===== config.mk =====
export PLATFORM = sky130hd
export DESIGN_NAME = drvr_fifo_bus_if
export DESIGN_NICKNAME = d
export VERILOG_FILES = /design/src/rtl/drvr_fifo_bus_if.sv
export SDC_FILE = /design/constraint.sdc
export NUM_CORES = 1
export LEC_CHECK = 0
export BUFFER_PORTS_ARGS = -buffer_cell sky130_fd_sc_hd__clkbuf_2
export CAP_MARGIN = 20
export CORE_UTILIZATION = 59
export CTS_BUF_LIST = sky130_fd_sc_hd__clkbuf_4 sky130_fd_sc_hd__clkbuf_8 sky130_fd_sc_hd__clkbuf_16
export DETAILED_ROUTE_END_ITERATION = 6
export PLACE_DENSITY_LB_ADDON = 0.25
export SYNTH_ARGS = -nofsm -noshare
export SYNTH_HDL_FRONTEND = slang
export SYNTH_SLANG_ARGS = --single-unit

===== constraint.sdc =====
create_clock -name clk -period 6.2 [get_ports clk]
set_input_delay 1.55 -clock clk [delete_from_list [all_inputs] [get_ports clk]]
set_output_delay 1.55 -clock clk [all_outputs]
set_load 0.02 [all_outputs]

===== src/rtl/drvr_fifo_bus_if.sv =====
// Circular-buffer FIFO between a driver and the bus arbiter. The head word falls through to D_pop, so a push shows on pndng/D_pop one edge later.
// A push while full is dropped unless a pop happens in the same cycle. Dropped pushes and empty pops set the sticky ovf/udf flags.
module drvr_fifo_bus_if #(
  parameter int bits  = 32,
  parameter int depth = 8,
  parameter int cw    = $clog2(depth + 1)
) (
  input  logic            clk,
  input  logic            reset,
  input  logic            push,
  input  logic [bits-1:0] D_push,
  input  logic            pop,
  output logic [bits-1:0] D_pop,
  output logic            pndng,
  output logic            full,
  output logic [cw-1:0]   count,
  output logic            ovf,
  output logic            udf
);

  localparam int aw = (depth > 1) ? $clog2(depth) : 1;

  logic [bits-1:0] mem [depth];
  logic [aw-1:0]   wp;
  logic [aw-1:0]   rp;
  logic            push_ok;
  logic            pop_ok;

  assign pndng = (count != '0);
  assign full  = (count == cw'(depth));
  assign D_pop = pndng ? mem[rp] : '0;

  // When the FIFO is full, a simultaneous pop frees a slot, so the push can be accepted.
  assign push_ok = push && (!full || pop);
  assign pop_ok  = pop && pndng;

  // Storage is not reset. The pointers and count decide which entries are valid.
  always_ff @(posedge clk) begin
    if (push_ok) begin
      mem[wp] <= D_push;
    end
  end

  always_ff @(posedge clk or negedge reset) begin
    if (!reset) begin
      wp    <= '0;
      rp    <= '0;
      count <= '0;
      ovf   <= 1'b0;
      udf   <= 1'b0;
    end else begin
      if (push_ok) begin
        wp <= wp + aw'(1);
      end
      if (pop_ok) begin
        rp <= rp + aw'(1);
      end
      if (push_ok && !pop_ok) begin
        count <= count + cw'(1);
      end else if (pop_ok && !push_ok) begin
        count <= count - cw'(1);
      end
      if (push && full && !pop) begin
        ovf <= 1'b1;
      end
      if (pop && !pndng && !push) begin
        udf <= 1'b1;
      end
    end
  end

endmodule


==> results of run 1 <==
power breakdown:
group | total [mW] | leakage (nW) | switching (mW) | internal [mW]
Clock | 1.53 | 0.418 | 0.621 | 0.908
Combinational | 1.94 | 1.11 | 1.10 | 0.838
Sequential | 2.45 | 2.46 | 0.160 | 2.29
Total | 5.91 | 3.99 | 1.88 | 4.03
registers in the layout, indices dropped and copies added (netlist names):
| name | flops |
|---|---|
| mem | 256 |
| count | 4 |
| ovf | 1 |
| udf | 1 |
| wp | 3 |
| rp | 3 |
placed cells by master (no fill, tap or decap), drive strengths merged, types with 2 or more instances in the layout:
cell,synthesis,layout
mux2,3,3
nor4,2,2
xnor2,6,6
nand3,3,3
dfrtp,12,12
o21ai,2,2
o211ai,4,4
nand2,4,4
a21oi,2,2
inv,6,6
nand2b,2,2
clkinv,0,10
edfxtp,256,256
bufinv,0,2
ha,5,5
clkbuf,7,109
nor3,5,5
a22o,32,32
buf,17,15
nor2,4,4
mux4,64,64
cell families after synthesis:
logic type	synth area share [%]
XOR/XNOR	0.511
AO/OA/AOI/OAI	3.59
adder cells (fa/ha/maj)	0.803
AND/OR/NAND/NOR	1.35
flip-flops	77.7
buffers and inverters	1.57
multiplexers	14.5
cell type report:
type,count,area (um2)
clock buffers,34,728
repair buffers,90,500
fillers,1035,5000
well taps,220,275
inverters,6,22.5
multi-input cells,148,2190
flip-flops and latches,268,7990
clock inverters,13,110
worst max-delay path, stage by stage, from the launching register on:
cell	delay [ns]
dfrtp_4	0.63
buf_4	0.54
mux4_2	0.59
a22o_1	0.28
clkbuf_2	0.17
worst min path at each step:
stage / start / endpoint / slack [ns] / depth (start not counted)
2_1_floorplan: rp[2]$_DFFE_PN0P_ / rp[2]$_DFFE_PN0P_ / 0.46 / 1
3_3_place_gp: ovf$_DFFE_PN0P_ / ovf$_DFFE_PN0P_ / 0.45 / 2
3_5_place_dp: udf$_DFFE_PN0P_ / udf$_DFFE_PN0P_ / 0.47 / 1
4_1_cts: udf$_DFFE_PN0P_ / udf$_DFFE_PN0P_ / 0.48 / 1
5_1_grt: udf$_DFFE_PN0P_ / udf$_DFFE_PN0P_ / 0.49 / 1
6_report: udf$_DFFE_PN0P_ / udf$_DFFE_PN0P_ / 0.48 / 1
per-layer routing:
| layer | track usage (%) | part of all wire [%] | wire length (um) | up-vias |
|---|---|---|---|---|
| li1 | - | - | - | 2099 |
| met3 | 3.97 | 7.3 | 1410 | 39 |
| met2 | 38.1 | 52 | 10100 | 186 |
| met4 | 6.63 | 2.0 | 388 | 2 |
| met5 | 0 | 0.068 | 13 | - |
| met1 | 30.6 | 38 | 7370 | 2450 |
per-stage QoR:
step                hold slack (ns)  utilization [%]
floorplan                     0.459                -
global placement              0.450             65.2
detailed placement            0.467             65.3
CTS                           0.481             70.3
global route                  0.492             70.3
finish                        0.484             70.3
==> results.toml, run 1 <==
[status]
outcome = "finished clean"

[clocking]
cts.hold.buffers_added = 0
cts.htree.levels = 1
cts-root-buf = "clkbuf_16"
post-cts-setup-buffer-count = 0
cts_sinks = 268
clock_path_buffers = 3
cts_tree = "done"
cts-resized-gates = 0
clk_latency_ns = 0.52
clk_pin_slew_ns = 0.06
cts_made_buffers = 27

[floorplan]
die_h_um = 134
row_count = 47
core_um2 = 16800
die_area_um2 = 18000
ios = 76
start_util_pct = 61.1
die_w_um = 134

[synthesis]
netlist.area_leader.share_pct = 74.8
synth_edf_count = 256
yosys-top-cells-count = "256 x edfxtp_1, 64 x mux4_2, 32 x a22o_1"
syn_nets = 488
synth.avg_cell_area_um2 = 23.1
ys_seq_area_share_pct = 77.7
async_flop_share_pct = 4.48
yosysMostFrequentCell = "edfxtp_1"
synth_cell_types = 37
ys_ff_latch = 268
synth-main-ff-cell = "edfxtp_1"
syn-instance-count = 446
yosys_warnings = 0
yosysTopAreaCell = "edfxtp_1"
synth_area_um2 = 10300
yosys-top-cells-area = "edfxtp_1 75%, mux4_2 14%, dfrtp_1 2.9%"

[final_layout]
antenna_cells = 0
nets = 583
design_area_um2 = 11800
syn_to_final_growth_pct = 14.9
fin_cells = 779
drive_gt1_share_pct = 38.1

[setup_path]
r2r_cells = 9
startpoint = "rp[0]$_DFFE_PN0P_"
r2r-end = "count[3]$_DFFE_PN0P_"
critPathCaptureType = "primary output"
required_ns = 4.65
cp_max_fo = 28
r2r_slack_ns = 2.99
arrival_ns = 2.75
endpoint = "D_pop[0]"
r2r_start = "count[0]$_DFFE_PN0P_"
startpoint_type = "register"
crit_type = "register to primary output"

[pwr]
power.leakage_nw = 3.99
power_density_nw_per_um2 = 500
total_power_mw = 5.91
peakVddDrop_v = 0.000335

[grt]
grt_max_degree = 34
grt_overflow = 0
grt_pass1_vias = 5109
antenna_found_initial = 1
grt_pass1_wl_um = 29600
grtUsageTotal_pct = 22.6

[timing]
finalWorstSetupSlack_ns = 1.90
finalSetupTns_ns = 0
fin_crit_sh_pct = 69.4
tightestPinTransition_ns = 1.08
hold_violations = 0
drv_slew = 0
relSlewSlack_pct = 28.0
rsz0062_at_grt = "no"
max_freq_mhz = 232
skew_ns = 0.00879
layout_min_cycle_time_ns = 4.30
setup_viol = 0

[job]
cap_violations = 0

[detailed_routing]
viasPerCell = 6.13
drc = 0
final_antenna_net_count = 0
drt_wl_total_um = 19200
first_pass_iters = 5
wire_per_inst_um = 24.7
vias = 4776
drt_iter0_drc = 344

[worst_hold_path]
hold_class = "register to register"

[place]
hpwlAfterDp_um = 10700
dp.cells = 732
place_area_um2 = 11000
pre_cts_ws_ns = 2.37
place.gp.congestion = 0.696
numPortBuffers = 75
(Power assumes the default switching activity.)
==> run 2: changes to the inputs <==
Settings changed: CORE_UTILIZATION 59 to 54.
Clock period 6.2 ns to 3.75 ns, I/O delays scaled along.
==> run 2 against run 1 <==
Die area grew 9.1%. Via count up 0.92%. Setup slack worse by 1.7 ns. Largest cell class unchanged. Highest routed layer is now met4. Sequential share of layout area shrank 0.55 points. Design area is 0.81% higher. Critical path depth is 2 higher. Largest power group unchanged.
==> results.toml, run 2 (synthesis results as in run 1) <==
[final_layout]
final_core_util_pct = 63.7
largestRegisters = "mem (256), count (4)"
final_common_cell = "edfxtp_1"
antenna_cells = 0
nets = 585
largest_reg_flops = 256
final_cell_mix = "256 x edfxtp_1, 75 x clkbuf_2, 64 x mux4_2"
drive_gt1_share_pct = 38.5
top_register = "mem"
syn_to_final_growth_pct = 15.9

[detailed_routing]
viasPerCell = 6.05
wire_per_inst_um = 23.5
final_antenna_net_count = 0
drc = 0
drt_iter0_drc = 328
drt_wl_total_um = 18700
first_pass_iters = 5
vias = 4820

[grt]
antenna_found_initial = 0
grt_pass1_vias = 4989
grt_pass1_wl_um = 29000
grtUsageTotal_pct = 19.9
grt_max_degree = 60
grt_overflow = 0

[timing]
max_freq_mhz = 281
finalWorstSetupSlack_ns = 0.197
relSlewSlack_pct = 26.6
rsz0062_at_grt = "no"
skew_ns = 0.0143
fin_crit_sh_pct = 94.7
hold_violations = 0
fin_hold_ws_ns = 0.299
tightestPinTransition_ns = 1.10
drv_slew = 0
setup_viol = 0
layout_min_cycle_time_ns = 3.55

[setup_path]
r2r_cells = 9
startpoint_type = "register"
r2r_start = "count[0]$_DFFE_PN0P_"
required_ns = 2.81
cp_max_fo = 32
arrival_ns = 2.62
crit_type = "register to primary output"
critPathCaptureType = "primary output"
r2r-end = "count[3]$_DFFE_PN0P_"
r2r_slack_ns = 0.56

[clocking]
clk_latency_ns = 0.52
cts_tree = "done"
post-cts-setup-buffer-count = 0
cts-resized-gates = 0
clock_path_buffers = 3
cts.htree.levels = 1
cts_made_buffers = 26
cts.hold.buffers_added = 0
clk_pin_slew_ns = 0.06
cts-root-buf = "clkbuf_16"
cts_sinks = 268

[pwr]
combPwrFrac_pct = 33.2
power_frac_seq_pct = 41.1
swShare_pct = 31.8
peakVddDrop_v = 0.000852
power.leakage_nw = 4.02
power_density_nw_per_um2 = 823
switching_power_mw = 3.12
p_clk_share_pct = 25.7
p_int_mw = 6.69

[floorplan]
row_count = 50
die_h_um = 140
start_util_pct = 55.0
die_area_um2 = 19600
core_um2 = 18700
die_w_um = 140
ios = 76

[place]
hpwlAfterDp_um = 10400
place.gp.congestion = 0.747
numPortBuffers = 75
pre_cts_ws_ns = 0.564

[status]
outcome = "finished clean"

[worst_hold_path]
hold_class = "primary input to async pin"

[job]
cap_violations = 0
## run 2: changes by cell type in the layout (fill, tap and decap cells not counted), sizes merged
cell    before  now
buf         15   18
clkinv      10   13
clkbuf     109  107
## run 2: how the worst max path moves through the flow
stage / start / end / slack, ns
global placement: pop / mem[1][7]$_DFFE_PP_ / 0.65
detailed placement: count[0]$_DFFE_PN0P_ / count[3]$_DFFE_PN0P_ / 0.56
global route: count[0]$_DFFE_PN0P_ / D_pop[31] / 0.06
floorplan: pop / mem[2][0]$_DFFE_PP_ / -0.17
finish: count[0]$_DFFE_PN0P_ / D_pop[31] / 0.20
CTS: count[0]$_DFFE_PN0P_ / D_pop[0] / 0.19
## run 2: stage by stage
step	area [um2]	setup TNS, ns	std cells	power [mW]
after floorplan	10300	-16.18	446	6.38
after global placement	11100	0	749	7.33
after detailed placement	11100	0	749	7.40
after CTS	11900	0	797	9.92
after global routing	11900	0	797	10.2
final	11900	0	797	9.81
## run 2: final cells by class
type / count / area [um2]
Sequential cell: 268 / 7990
Fill cell: 1246 / 6790
Multi-Input combinational cell: 148 / 2200
Clock buffer: 32 / 713
Timing Repair Buffer: 93 / 561
Tap cell: 234 / 293
Clock inverter: 16 / 129
Inverter: 6 / 22.5
## run 2: power by group through the flow
| stage | combinational [mW] | sequential [mW] | clock [mW] |
|---|---|---|---|
| after floorplan | 2.37 | 4.01 | 0 |
| after global placement | 3.26 | 4.06 | 0 |
| after detailed placement | 3.30 | 4.10 | 0 |
| after CTS | 3.31 | 4.04 | 2.57 |
| after global routing | 3.47 | 4.08 | 2.70 |
| final | 3.25 | 4.03 | 2.52 |
## run 2: critical path: stages (launching register included)
cell and delay, ns:
dfrtp_1 0.48, nor4_2 0.53, inv_2 0.11, and2_1 0.19, buf_4 0.29, a22o_1 0.31, clkbuf_2 0.17
## run 2: layer usage
| metal | up-vias | track usage [%] | part of all wire (%) |
|---|---|---|---|
| met3 | 27 | 3.73 | 6.4 |
| met1 | 2533 | 28.2 | 42 |
| li1 | 2103 | - | - |
| met2 | 157 | 32.4 | 50 |
| met5 | - | 0 | 0 |
| met4 | 0 | 5.03 | 1.7 |
==> run 3: changes to the inputs <==
Settings changed: CORE_UTILIZATION 54 to 60.
Clock period 3.75 ns to 4.2 ns, I/O delays scaled along.
==> run 3 against run 2 <==
Combinational power fell by 13%. Critical path type unchanged. Register-to-register slack improved by 0.45 ns. Non-clock buffer count down 1. Power decreased by 9.2%.
==> results.toml, run 3 (synthesis results as in run 1) <==
[pwr]
combPwrFrac_pct = 31.7
power_frac_seq_pct = 41.3
p_int_mw = 6.12
swShare_pct = 31.3
power_density_nw_per_um2 = 745
power.leakage_nw = 4.05
switching_power_mw = 2.79
p_clk_share_pct = 27.0
peakVddDrop_v = 0.000534

[timing]
fin_crit_sh_pct = 91.6
setup_viol = 0
skew_ns = 0.00528
drv_slew = 0
tightestPinTransition_ns = 0.992
rsz0062_at_grt = "no"
max_freq_mhz = 260
fin_hold_ws_ns = 0.410
hold_violations = 0
layout_min_cycle_time_ns = 3.85
relSlewSlack_pct = 33.7
finalSetupTns_ns = 0

[detailed_routing]
vias = 4828
drt_iter0_drc = 393
viasPerCell = 6.17
drt_wl_total_um = 19200
final_antenna_net_count = 0
drc = 0
first_pass_iters = 5
wire_per_inst_um = 24.5

[final_layout]
fin_cells = 782
antenna_cells = 0
fill_cells = 951
final_cell_mix = "256 x edfxtp_1, 75 x clkbuf_2, 64 x mux4_2"
syn_to_final_growth_pct = 16.3
layout.area.seq_um2 = 7990
top_register = "mem"
drive_gt1_share_pct = 39.1
final_common_cell = "edfxtp_1"
nets = 584
design_area_um2 = 12000
largestRegisters = "mem (256), count (4)"
largest_reg_flops = 256
multi_input_area_um2 = 2200

[setup_path]
required_ns = 3.15
path_depth = 6
critPathCaptureType = "primary output"
cp_top_family = "simple AND/OR/NAND/NOR gates"
crit_type = "register to primary output"
slowest_stage = "nor4_2"
path_cells = "nor4_2 -> inv_2 -> and2_1 -> buf_4 -> a22o_1 -> clkbuf_2"
arrival_ns = 2.80
r2r_cells = 9
path_buf_inv = 3
r2r_start = "count[0]$_DFFE_PN0P_"
startpoint_type = "register"
cp_max_fo = 17
cpPeakStageDelay_ns = 0.51
startpoint = "count[0]$_DFFE_PN0P_"

[floorplan]
core_um2 = 16600
start_util_pct = 61.8
row_count = 47
ios = 76
die_h_um = 133
die_w_um = 133
die_area_um2 = 17700

[place]
numPortBuffers = 75
place_area_um2 = 11000
dp.cells = 734
hpwlAfterDp_um = 10700
place.gp.congestion = 0.772

[status]
outcome = "finished clean"

[clocking]
clk_latency_ns = 0.52
post-cts-setup-buffer-count = 0
cts.hold.buffers_added = 0
clk_pin_slew_ns = 0.06
cts-root-buf = "clkbuf_16"
cts_sinks = 268
cts_made_buffers = 26
cts_tree = "done"
cts-resized-gates = 0
cts.htree.levels = 1
clock_path_buffers = 3

[job]
cap_violations = 0

[grt]
grtUsageTotal_pct = 22.9
grt_max_degree = 37
antenna_found_initial = 0
grt_overflow = 0
grt_pass1_vias = 5115
grt_pass1_wl_um = 29500

[worst_hold_path]
hold_class = "primary input to async pin"
==> run 3: cell count changes in the layout (fill, tap and decap cells not counted) <==
cell	before	now
clkinv_4	1	2
clkbuf_8	0	4
nor3_4	1	0
clkinv_2	6	3
buf_4	14	13
bufinv_16	2	3
nor3_2	3	4
clkbuf_4	5	6
clkinv_1	6	2
==> run 3: final timing paths <==
path | slack [ns] | endpoint
min | 0.41 | count[3]$_DFFE_PN0P_
max in group asynchronous | 3.53 | rp[0]$_DFFE_PN0P_
min reg2reg | 0.48 | ovf$_DFFE_PN0P_
max reg2reg | 1.01 | count[3]$_DFFE_PN0P_
min in group clk | 0.48 | ovf$_DFFE_PN0P_
max | 0.35 | D_pop[13]
==> run 3: cell type report <==
| cell class | instances | share of cell area, % |
|---|---|---|
| Clock buffer | 37 | 6.49 |
| Clock inverter | 11 | 1.15 |
| Inverter | 6 | 0.188 |
| Multi-Input combinational cell | 148 | 18.4 |
| Sequential cell | 268 | 66.9 |
| Tap cell | 220 | 2.30 |
| Timing Repair Buffer | 92 | 4.63 |
==> run 3: metal layers <==
metal | GRT usage, % | vias to the layer above | part of all wire (%)
met2 | 38.2 | 161 | 52
li1 | - | 2093 | -
met1 | 31.6 | 2542 | 41
met3 | 4.14 | 32 | 6.0
met5 | 0 | - | 0
met4 | 6.39 | 0 | 1.6
==> run 3: through the flow <==
step	setup WS, ns	util (%)	power, mW
2_1_floorplan	0.138	-	5.70
3_3_place_gp	0.927	66.3	6.51
3_5_place_dp	0.871	66.3	6.58
4_1_cts	0.336	71.8	8.99
5_1_grt	0.223	71.8	9.28
6_report	0.351	71.8	8.91
==> run 3: power by group through the flow <==
stage	sequential, mW	combinational [mW]	clock [mW]
2_1_floorplan	3.58	2.12	0
3_3_place_gp	3.71	2.81	0
3_5_place_dp	3.74	2.84	0
4_1_cts	3.69	2.86	2.44
5_1_grt	3.73	3.00	2.55
6_report	3.68	2.83	2.41
